**config.mk**
```make
export PLATFORM = sky130hd
export DESIGN_NAME = tcp_msg_poller_sched
export DESIGN_NICKNAME = d
export VERILOG_FILES = /design/src/rtl/tcp_msg_poller_defs.sv /design/src/rtl/tcp_msg_poller_sched_ctrl.sv /design/src/rtl/tcp_msg_poller_sched.sv
export SDC_FILE = /design/constraint.sdc
export NUM_CORES = 1
export LEC_CHECK = 0
export CAP_MARGIN = 20
export CELL_PAD_IN_SITES_DETAIL_PLACEMENT = 2
export CELL_PAD_IN_SITES_GLOBAL_PLACEMENT = 2
export CORE_MARGIN = 2
export CORE_UTILIZATION = 24
export DETAILED_ROUTE_END_ITERATION = 8
export PLACE_DENSITY_LB_ADDON = 0.1
export SLEW_MARGIN = 0
export SYNTH_ARGS = -nofsm -noshare
export SYNTH_HDL_FRONTEND = slang
export SYNTH_SLANG_ARGS = --single-unit
```
**constraint.sdc**
```tcl
create_clock -name clk -period 4.75 [get_ports clk]
set_clock_uncertainty 0.2 [all_clocks]
set_input_delay 0.95 -clock clk [delete_from_list [all_inputs] [get_ports clk]]
set_output_delay 0.95 -clock clk [all_outputs]
set_load 0.02 [all_outputs]
```
**src/rtl/tcp_msg_poller_defs.sv**
```systemverilog
// Shared types and widths for the TCP message poller stages.
package tcp_msg_poller_defs;

    localparam int FLOWID_W            = 8;
    localparam int MAX_FLOW_CNT        = 1 << FLOWID_W;
    localparam int MSG_SRC_X_WIDTH     = 8;
    localparam int MSG_SRC_Y_WIDTH     = 8;
    localparam int MSG_SRC_FBITS_WIDTH = 4;
    localparam int POLLER_PTR_W_DEF    = 16;

    typedef struct packed {
        logic [POLLER_PTR_W_DEF-1:0]    tx_length;
        logic [MSG_SRC_X_WIDTH-1:0]     dst_x;
        logic [MSG_SRC_Y_WIDTH-1:0]     dst_y;
        logic [MSG_SRC_FBITS_WIDTH-1:0] dst_fbits;
    } msg_req_mem_struct;

    typedef enum logic [2:0] {
        IDLE,
        RD_REQ,
        RD_RESP,
        DECIDE,
        NOTIF,
        REQUEUE
    } sched_state_e;

endpackage

```
**src/rtl/tcp_msg_poller_sched_ctrl.sv**
```systemverilog
// Poller scheduler control FSM: one flowid in flight, 5 cycles best case.
// Each read request drops independently on its rdy; notif/requeue hold until accepted.
module tcp_msg_poller_sched_ctrl
    import tcp_msg_poller_defs::*;
(
    input  logic clk,
    input  logic rst,
    input  logic q_rd_val,
    output logic q_rd_rdy,
    output logic mem_req_val,
    input  logic mem_req_rdy,
    input  logic mem_resp_val,
    output logic ptr_req_val,
    input  logic ptr_req_rdy,
    input  logic ptr_resp_val,
    input  logic satisfied,
    output logic notif_val,
    input  logic notif_rdy,
    output logic clear_val,
    output logic wr_val,
    input  logic wr_rdy,
    output logic cap_flowid,
    output logic cap_mem,
    output logic cap_ptr
);

    sched_state_e state, state_nxt;
    logic mem_issued, ptr_issued, mem_got, ptr_got;
    logic mem_issued_nxt, ptr_issued_nxt, mem_got_nxt, ptr_got_nxt;
    logic in_rd;

    always_ff @(posedge clk) begin
        if (rst) begin
            state      <= IDLE;
            mem_issued <= 1'b0;
            ptr_issued <= 1'b0;
            mem_got    <= 1'b0;
            ptr_got    <= 1'b0;
        end else begin
            state      <= state_nxt;
            mem_issued <= mem_issued_nxt;
            ptr_issued <= ptr_issued_nxt;
            mem_got    <= mem_got_nxt;
            ptr_got    <= ptr_got_nxt;
        end
    end

    always_comb begin
        state_nxt      = state;
        q_rd_rdy       = 1'b0;
        mem_req_val    = 1'b0;
        ptr_req_val    = 1'b0;
        notif_val      = 1'b0;
        clear_val      = 1'b0;
        wr_val         = 1'b0;
        cap_flowid     = 1'b0;
        // Responses are only taken while a read is outstanding, so stale ones after reset are dropped.
        in_rd          = (state == RD_REQ) || (state == RD_RESP);
        cap_mem        = in_rd && mem_resp_val && !mem_got;
        cap_ptr        = in_rd && ptr_resp_val && !ptr_got;
        mem_issued_nxt = mem_issued;
        ptr_issued_nxt = ptr_issued;
        mem_got_nxt    = mem_got || cap_mem;
        ptr_got_nxt    = ptr_got || cap_ptr;

        case (state)
            IDLE: begin
                mem_issued_nxt = 1'b0;
                ptr_issued_nxt = 1'b0;
                mem_got_nxt    = 1'b0;
                ptr_got_nxt    = 1'b0;
                if (q_rd_val) begin
                    q_rd_rdy   = 1'b1;
                    cap_flowid = 1'b1;
                    state_nxt  = RD_REQ;
                end
            end
            RD_REQ: begin
                mem_req_val    = !mem_issued;
                ptr_req_val    = !ptr_issued;
                mem_issued_nxt = mem_issued || (mem_req_val && mem_req_rdy);
                ptr_issued_nxt = ptr_issued || (ptr_req_val && ptr_req_rdy);
                if (mem_issued_nxt && ptr_issued_nxt) begin
                    state_nxt = RD_RESP;
                end
            end
            RD_RESP: begin
                if (mem_got_nxt && ptr_got_nxt) begin
                    state_nxt = DECIDE;
                end
            end
            DECIDE: begin
                state_nxt = satisfied ? NOTIF : REQUEUE;
            end
            NOTIF: begin
                notif_val = 1'b1;
                if (notif_rdy) begin
                    clear_val = 1'b1;
                    state_nxt = IDLE;
                end
            end
            REQUEUE: begin
                wr_val = 1'b1;
                if (wr_rdy) begin
                    state_nxt = IDLE;
                end
            end
            default: state_nxt = IDLE;
        endcase
    end

endmodule

```
**src/rtl/tcp_msg_poller_sched.sv**
```systemverilog
// Poller consumer: pops a flowid, reads request + pointers, notifies or re-enqueues.
// 5 cycles per flowid best case; notif/re-enqueue held stable under backpressure.
module tcp_msg_poller_sched
    import tcp_msg_poller_defs::*;
#(
    parameter int POLLER_PTR_W = POLLER_PTR_W_DEF
) (
    input  logic                           clk,
    input  logic                           rst,
    input  logic                           msg_req_q_rd_val,
    input  logic [FLOWID_W-1:0]            msg_req_q_rd_data,
    output logic                           msg_req_q_rd_rdy,
    output logic                           msg_req_q_wr_req_val,
    output logic [FLOWID_W-1:0]            msg_req_q_wr_req_data,
    input  logic                           msg_req_q_wr_req_rdy,
    output logic                           msg_req_mem_rd_req_val,
    output logic [FLOWID_W-1:0]            msg_req_mem_rd_req_addr,
    input  logic                           msg_req_mem_rd_req_rdy,
    input  logic                           msg_req_mem_rd_resp_val,
    input  msg_req_mem_struct              msg_req_mem_rd_resp_data,
    output logic                           ptr_rd_req_val,
    output logic [FLOWID_W-1:0]            ptr_rd_req_flowid,
    input  logic                           ptr_rd_req_rdy,
    input  logic                           ptr_rd_resp_val,
    input  logic [POLLER_PTR_W:0]          ptr_rd_resp_head,
    input  logic [POLLER_PTR_W:0]          ptr_rd_resp_tail,
    output logic                           active_bitvec_clear_req_val,
    output logic [FLOWID_W-1:0]            active_bitvec_clear_req_flowid,
    output logic                           poller_notif_val,
    output logic [FLOWID_W-1:0]            poller_notif_flowid,
    output logic [POLLER_PTR_W-1:0]        poller_notif_len,
    output logic [MSG_SRC_X_WIDTH-1:0]     poller_notif_dst_x,
    output logic [MSG_SRC_Y_WIDTH-1:0]     poller_notif_dst_y,
    output logic [MSG_SRC_FBITS_WIDTH-1:0] poller_notif_dst_fbits,
    input  logic                           poller_notif_rdy
);

    logic [FLOWID_W-1:0]     flowid_q;
    msg_req_mem_struct       req_q;
    logic [POLLER_PTR_W:0]   head_q, tail_q;
    logic [POLLER_PTR_W:0]   avail;
    logic [POLLER_PTR_W-1:0] tx_len;
    logic                    satisfied;
    logic                    cap_flowid, cap_mem, cap_ptr;

    tcp_msg_poller_sched_ctrl u_ctrl (
        .clk          (clk),
        .rst          (rst),
        .q_rd_val     (msg_req_q_rd_val),
        .q_rd_rdy     (msg_req_q_rd_rdy),
        .mem_req_val  (msg_req_mem_rd_req_val),
        .mem_req_rdy  (msg_req_mem_rd_req_rdy),
        .mem_resp_val (msg_req_mem_rd_resp_val),
        .ptr_req_val  (ptr_rd_req_val),
        .ptr_req_rdy  (ptr_rd_req_rdy),
        .ptr_resp_val (ptr_rd_resp_val),
        .satisfied    (satisfied),
        .notif_val    (poller_notif_val),
        .notif_rdy    (poller_notif_rdy),
        .clear_val    (active_bitvec_clear_req_val),
        .wr_val       (msg_req_q_wr_req_val),
        .wr_rdy       (msg_req_q_wr_req_rdy),
        .cap_flowid   (cap_flowid),
        .cap_mem      (cap_mem),
        .cap_ptr      (cap_ptr)
    );

    always_ff @(posedge clk) begin
        if (rst) begin
            flowid_q <= '0;
            req_q    <= '0;
            head_q   <= '0;
            tail_q   <= '0;
        end else begin
            if (cap_flowid) flowid_q <= msg_req_q_rd_data;
            if (cap_mem)    req_q    <= msg_req_mem_rd_resp_data;
            if (cap_ptr) begin
                head_q <= ptr_rd_resp_head;
                tail_q <= ptr_rd_resp_tail;
            end
        end
    end

    // The extra wrap bit makes the modular difference exact across pointer wrap.
    assign tx_len    = POLLER_PTR_W'(req_q.tx_length);
    assign avail     = tail_q - head_q;
    assign satisfied = (avail >= {1'b0, tx_len});

    assign msg_req_q_wr_req_data          = flowid_q;
    assign msg_req_mem_rd_req_addr        = flowid_q;
    assign ptr_rd_req_flowid              = flowid_q;
    assign active_bitvec_clear_req_flowid = flowid_q;
    assign poller_notif_flowid            = flowid_q;
    assign poller_notif_len               = tx_len;
    assign poller_notif_dst_x             = req_q.dst_x;
    assign poller_notif_dst_y             = req_q.dst_y;
    assign poller_notif_dst_fbits         = req_q.dst_fbits;

endmodule

```
==> flow_summary.yaml <==
run_status:
  status: "finished clean"
logic_synthesis:
  netlist_top_cells_area: "dfxtp_1 (38%), nand2_1 (14%), a21oi_1 (11%), ha_1 (8.9%), buf_4 (5.3%)"
  synth_most_common_cell: "nand2_1"
  yosys.area.top_type: "dfxtp_1"
  synth_top_flop_cell: "dfxtp_1"
  synth_area_sq_um: 4500
  yosysWarningCount: 0
  synth_edf_count: 0
  synthTopCellsByCount: "nand2_1 (170), a21oi_1 (97), dfxtp_1 (85), inv_1 (42)"
  synth_top_area_share_pct: 37.8
  ys_seq_elements: 85
  ys_async_sr_fraction_pct: 0
  syn_area_per_cell_sq_um: 7.56
  yosysUniqueCellTypes: 50
  syn-num-nets: 715
  synthCells: 595
  seq_area_frac_synth_pct: 37.8
sta:
  tns_ns: 0
  fin_crit_sh_pct: 81.0
  max_freq_mhz: 260
  fin_ws_ns: 0.903
  worstMarginPinSlew_ns: 0.644
  rsz0062_at_grt: "no"
  maxSlewHeadroom_pct: 57.0
  whs_ns: 0.255
  hold_viol: 0
  maxSlewViolCount: 0
  layout_min_cycle_time_ns: 3.85
  setup_viol: 0
routing:
  drtAntennaViolNets: 0
  vias: 4409
  viasPerCell: 4.60
  wire_per_inst_um: 15.8
  drt_iter0_markers: 112
  drc: 0
  finalWirelength_um: 15200
  dr.pass1.iters: 4
final_layout:
  nNetsFinal: 840
  n_antenna_cell: 0
  utilization_pct: 35.3
  syn_to_final_growth_pct: 45.2
  drive_gt1_share_pct: 4.28
  fillers: 2128
clocking:
  cts.sinks: 85
  cts_tree: "built"
  cts.path.max_buffers: 2
  cts_hold_buf: 0
  cts_root_buffer: "clkbuf_16"
  cts_buffers: 9
  cts.repair.resized: 0
  htreeDepth: 3
  post_cts_buffers: 0
  clkTransAtPathRegs_ns: 0.06
  clock_latency_ns: 0.34
global_route:
  track_usage_pct: 15.6
  overflow: 0
  grt_pass1_wl_um: 24600
  grt_pass1_vias: 4821
  antenna_found_initial: 0
  grt_max_degree: 53
die:
  die_h_um: 141
  dieArea_sq_um: 19900
  boundaryPins: 169
  num_rows: 50
  initial_core_util_pct: 24.3
  die_w_um: 141
  coreArea_sq_um: 18500
pwr:
  power.density_nw_per_um2: 586
  peakVddDrop_uv: 227
  leakagePower_nw: 2.34
placed_design:
  port_buffers: 168
  dp.final_hpwl_um: 11800
  place.gp.congestion: 0.748
  place_ws_ns: 0.876
worst_setup_path:
  startpoint_type: "flop"
  worst-path-max-fanout: 3
  cp_data_required_time_ns: 4.78
  crit_arrival_ns: 3.88
  worstSetupPathType: "flop to flop"
  cp-end-kind: "flop"
job:
  drv_cap: 0
hold_path:
  hold_class: "flop to flop"
==> metrics by stage <==
| stage | std cells | instance area, sq um | total power [mW] |
|---|---|---|---|
| floorplan | 595 | 4500 | 2.36 |
| global placement | 942 | 6150 | 2.94 |
| detailed placement | 943 | 6180 | 3.05 |
| CTS | 959 | 6530 | 3.91 |
| global route | 959 | 6530 | 4.17 |
| finish | 959 | 6530 | 3.83 |
==> flip-flops by register name, indices dropped and copies added (netlist names) <==
name and cells:
u_ctrl.state 3, head_q 17, u_ctrl.mem_got 1, u_ctrl.ptr_issued 1
poller_notif_len 16, u_ctrl.mem_issued 1, tail_q 17, u_ctrl.ptr_got 1
poller_notif_dst_y 8, active_bitvec_clear_req_flowid 8, poller_notif_dst_fbits 4, poller_notif_dst_x 8
==> routing by layer <==
metal | up-vias | global-route usage (%) | wire length, um
met2 | 95 | 27.3 | 7490
met3 | 15 | 4.55 | 912
met1 | 2117 | 18.1 | 6560
met5 | - | 0 | 0
met4 | 0 | 5.42 | 233
li1 | 2182 | - | -
==> kinds of logic (layout without fill, tap and decap cells) <==
group / after synthesis / in the layout / synth area share, %
compound gates: 140 / 140 / 18.3
fa+ha+maj: 33 / 33 / 9.35
simple gates: 220 / 220 / 20.1
flops: 85 / 85 / 37.8
buf+inv: 102 / 232 / 11.5
xor+xnor: 14 / 14 / 2.73
mux: 1 / 1 / 0.223
==> cell type report <==
cell class	instances	area [sq um]	area share, %
clock inverter	6	110	1.69
multi-input combinational	408	2290	35.1
tap	234	293	4.48
inverter	43	161	2.47
sequential	85	1700	26.1
timing repair buffer	173	1730	26.6
clock buffer	10	239	3.66
==> report_power, final <==
group / internal (mW) / total [mW] / switching, mW
clock network: 0.528 / 0.831 / 0.304
registers: 0.832 / 0.932 / 0.101
logic: 0.918 / 2.06 / 1.15
==> placed cells by master (no fill, tap or decap), types with 2 or more instances in the layout <==
cell | synthesis | final
dfxtp_1 | 85 | 85
o211ai_1 | 3 | 3
nand4_1 | 3 | 3
a21oi_1 | 97 | 97
buf_4 | 32 | 4
nand2b_1 | 6 | 6
inv_1 | 42 | 42
nand3_1 | 4 | 4
ha_1 | 32 | 32
a31oi_1 | 4 | 4
a211oi_1 | 2 | 2
o21ai_0 | 8 | 8
nand2_1 | 170 | 170
or3_1 | 2 | 2
clkinvlp_4 | 0 | 2
nor3_1 | 5 | 5
xor2_1 | 4 | 4
xnor2_1 | 10 | 10
nor2_1 | 19 | 19
nor3_4 | 0 | 2
clkbuf_16 | 0 | 9
clkdlybuf4s50_1 | 0 | 167
bufinv_16 | 0 | 3
o21a_1 | 4 | 4
a21o_1 | 3 | 3
o22ai_1 | 3 | 3
nor2b_1 | 3 | 3
==> worst max-delay path: stages (launching register included) <==
cell and delay [ns]:
dfxtp_1 0.31, inv_1 0.06, ha_1 0.19, fa_1 0.23
nand2b_1 0.15, a21oi_1 0.11, a2111oi_2 0.48, o21ai_0 0.21
a311oi_1 0.30, nor2_1 0.09, ha_1 0.31, nand4_1 0.15
nor4_1 0.34, nor3_1 0.08, nand3_1 0.11, a41oi_1 0.14
o221a_2 0.28
==> final timing paths <==
path,depth (start not counted),slack [ns],to,startpoint
worst max register to register,16,0.90,u_ctrl.state[0],tail_q[0]
worst max-delay path,16,0.90,u_ctrl.state[0],tail_q[0]
worst min-delay path,2,0.26,poller_notif_dst_x[3],poller_notif_dst_x[3]
worst min register to register,2,0.26,poller_notif_dst_x[3],poller_notif_dst_x[3]
Power figures use the tool's default switching activity.
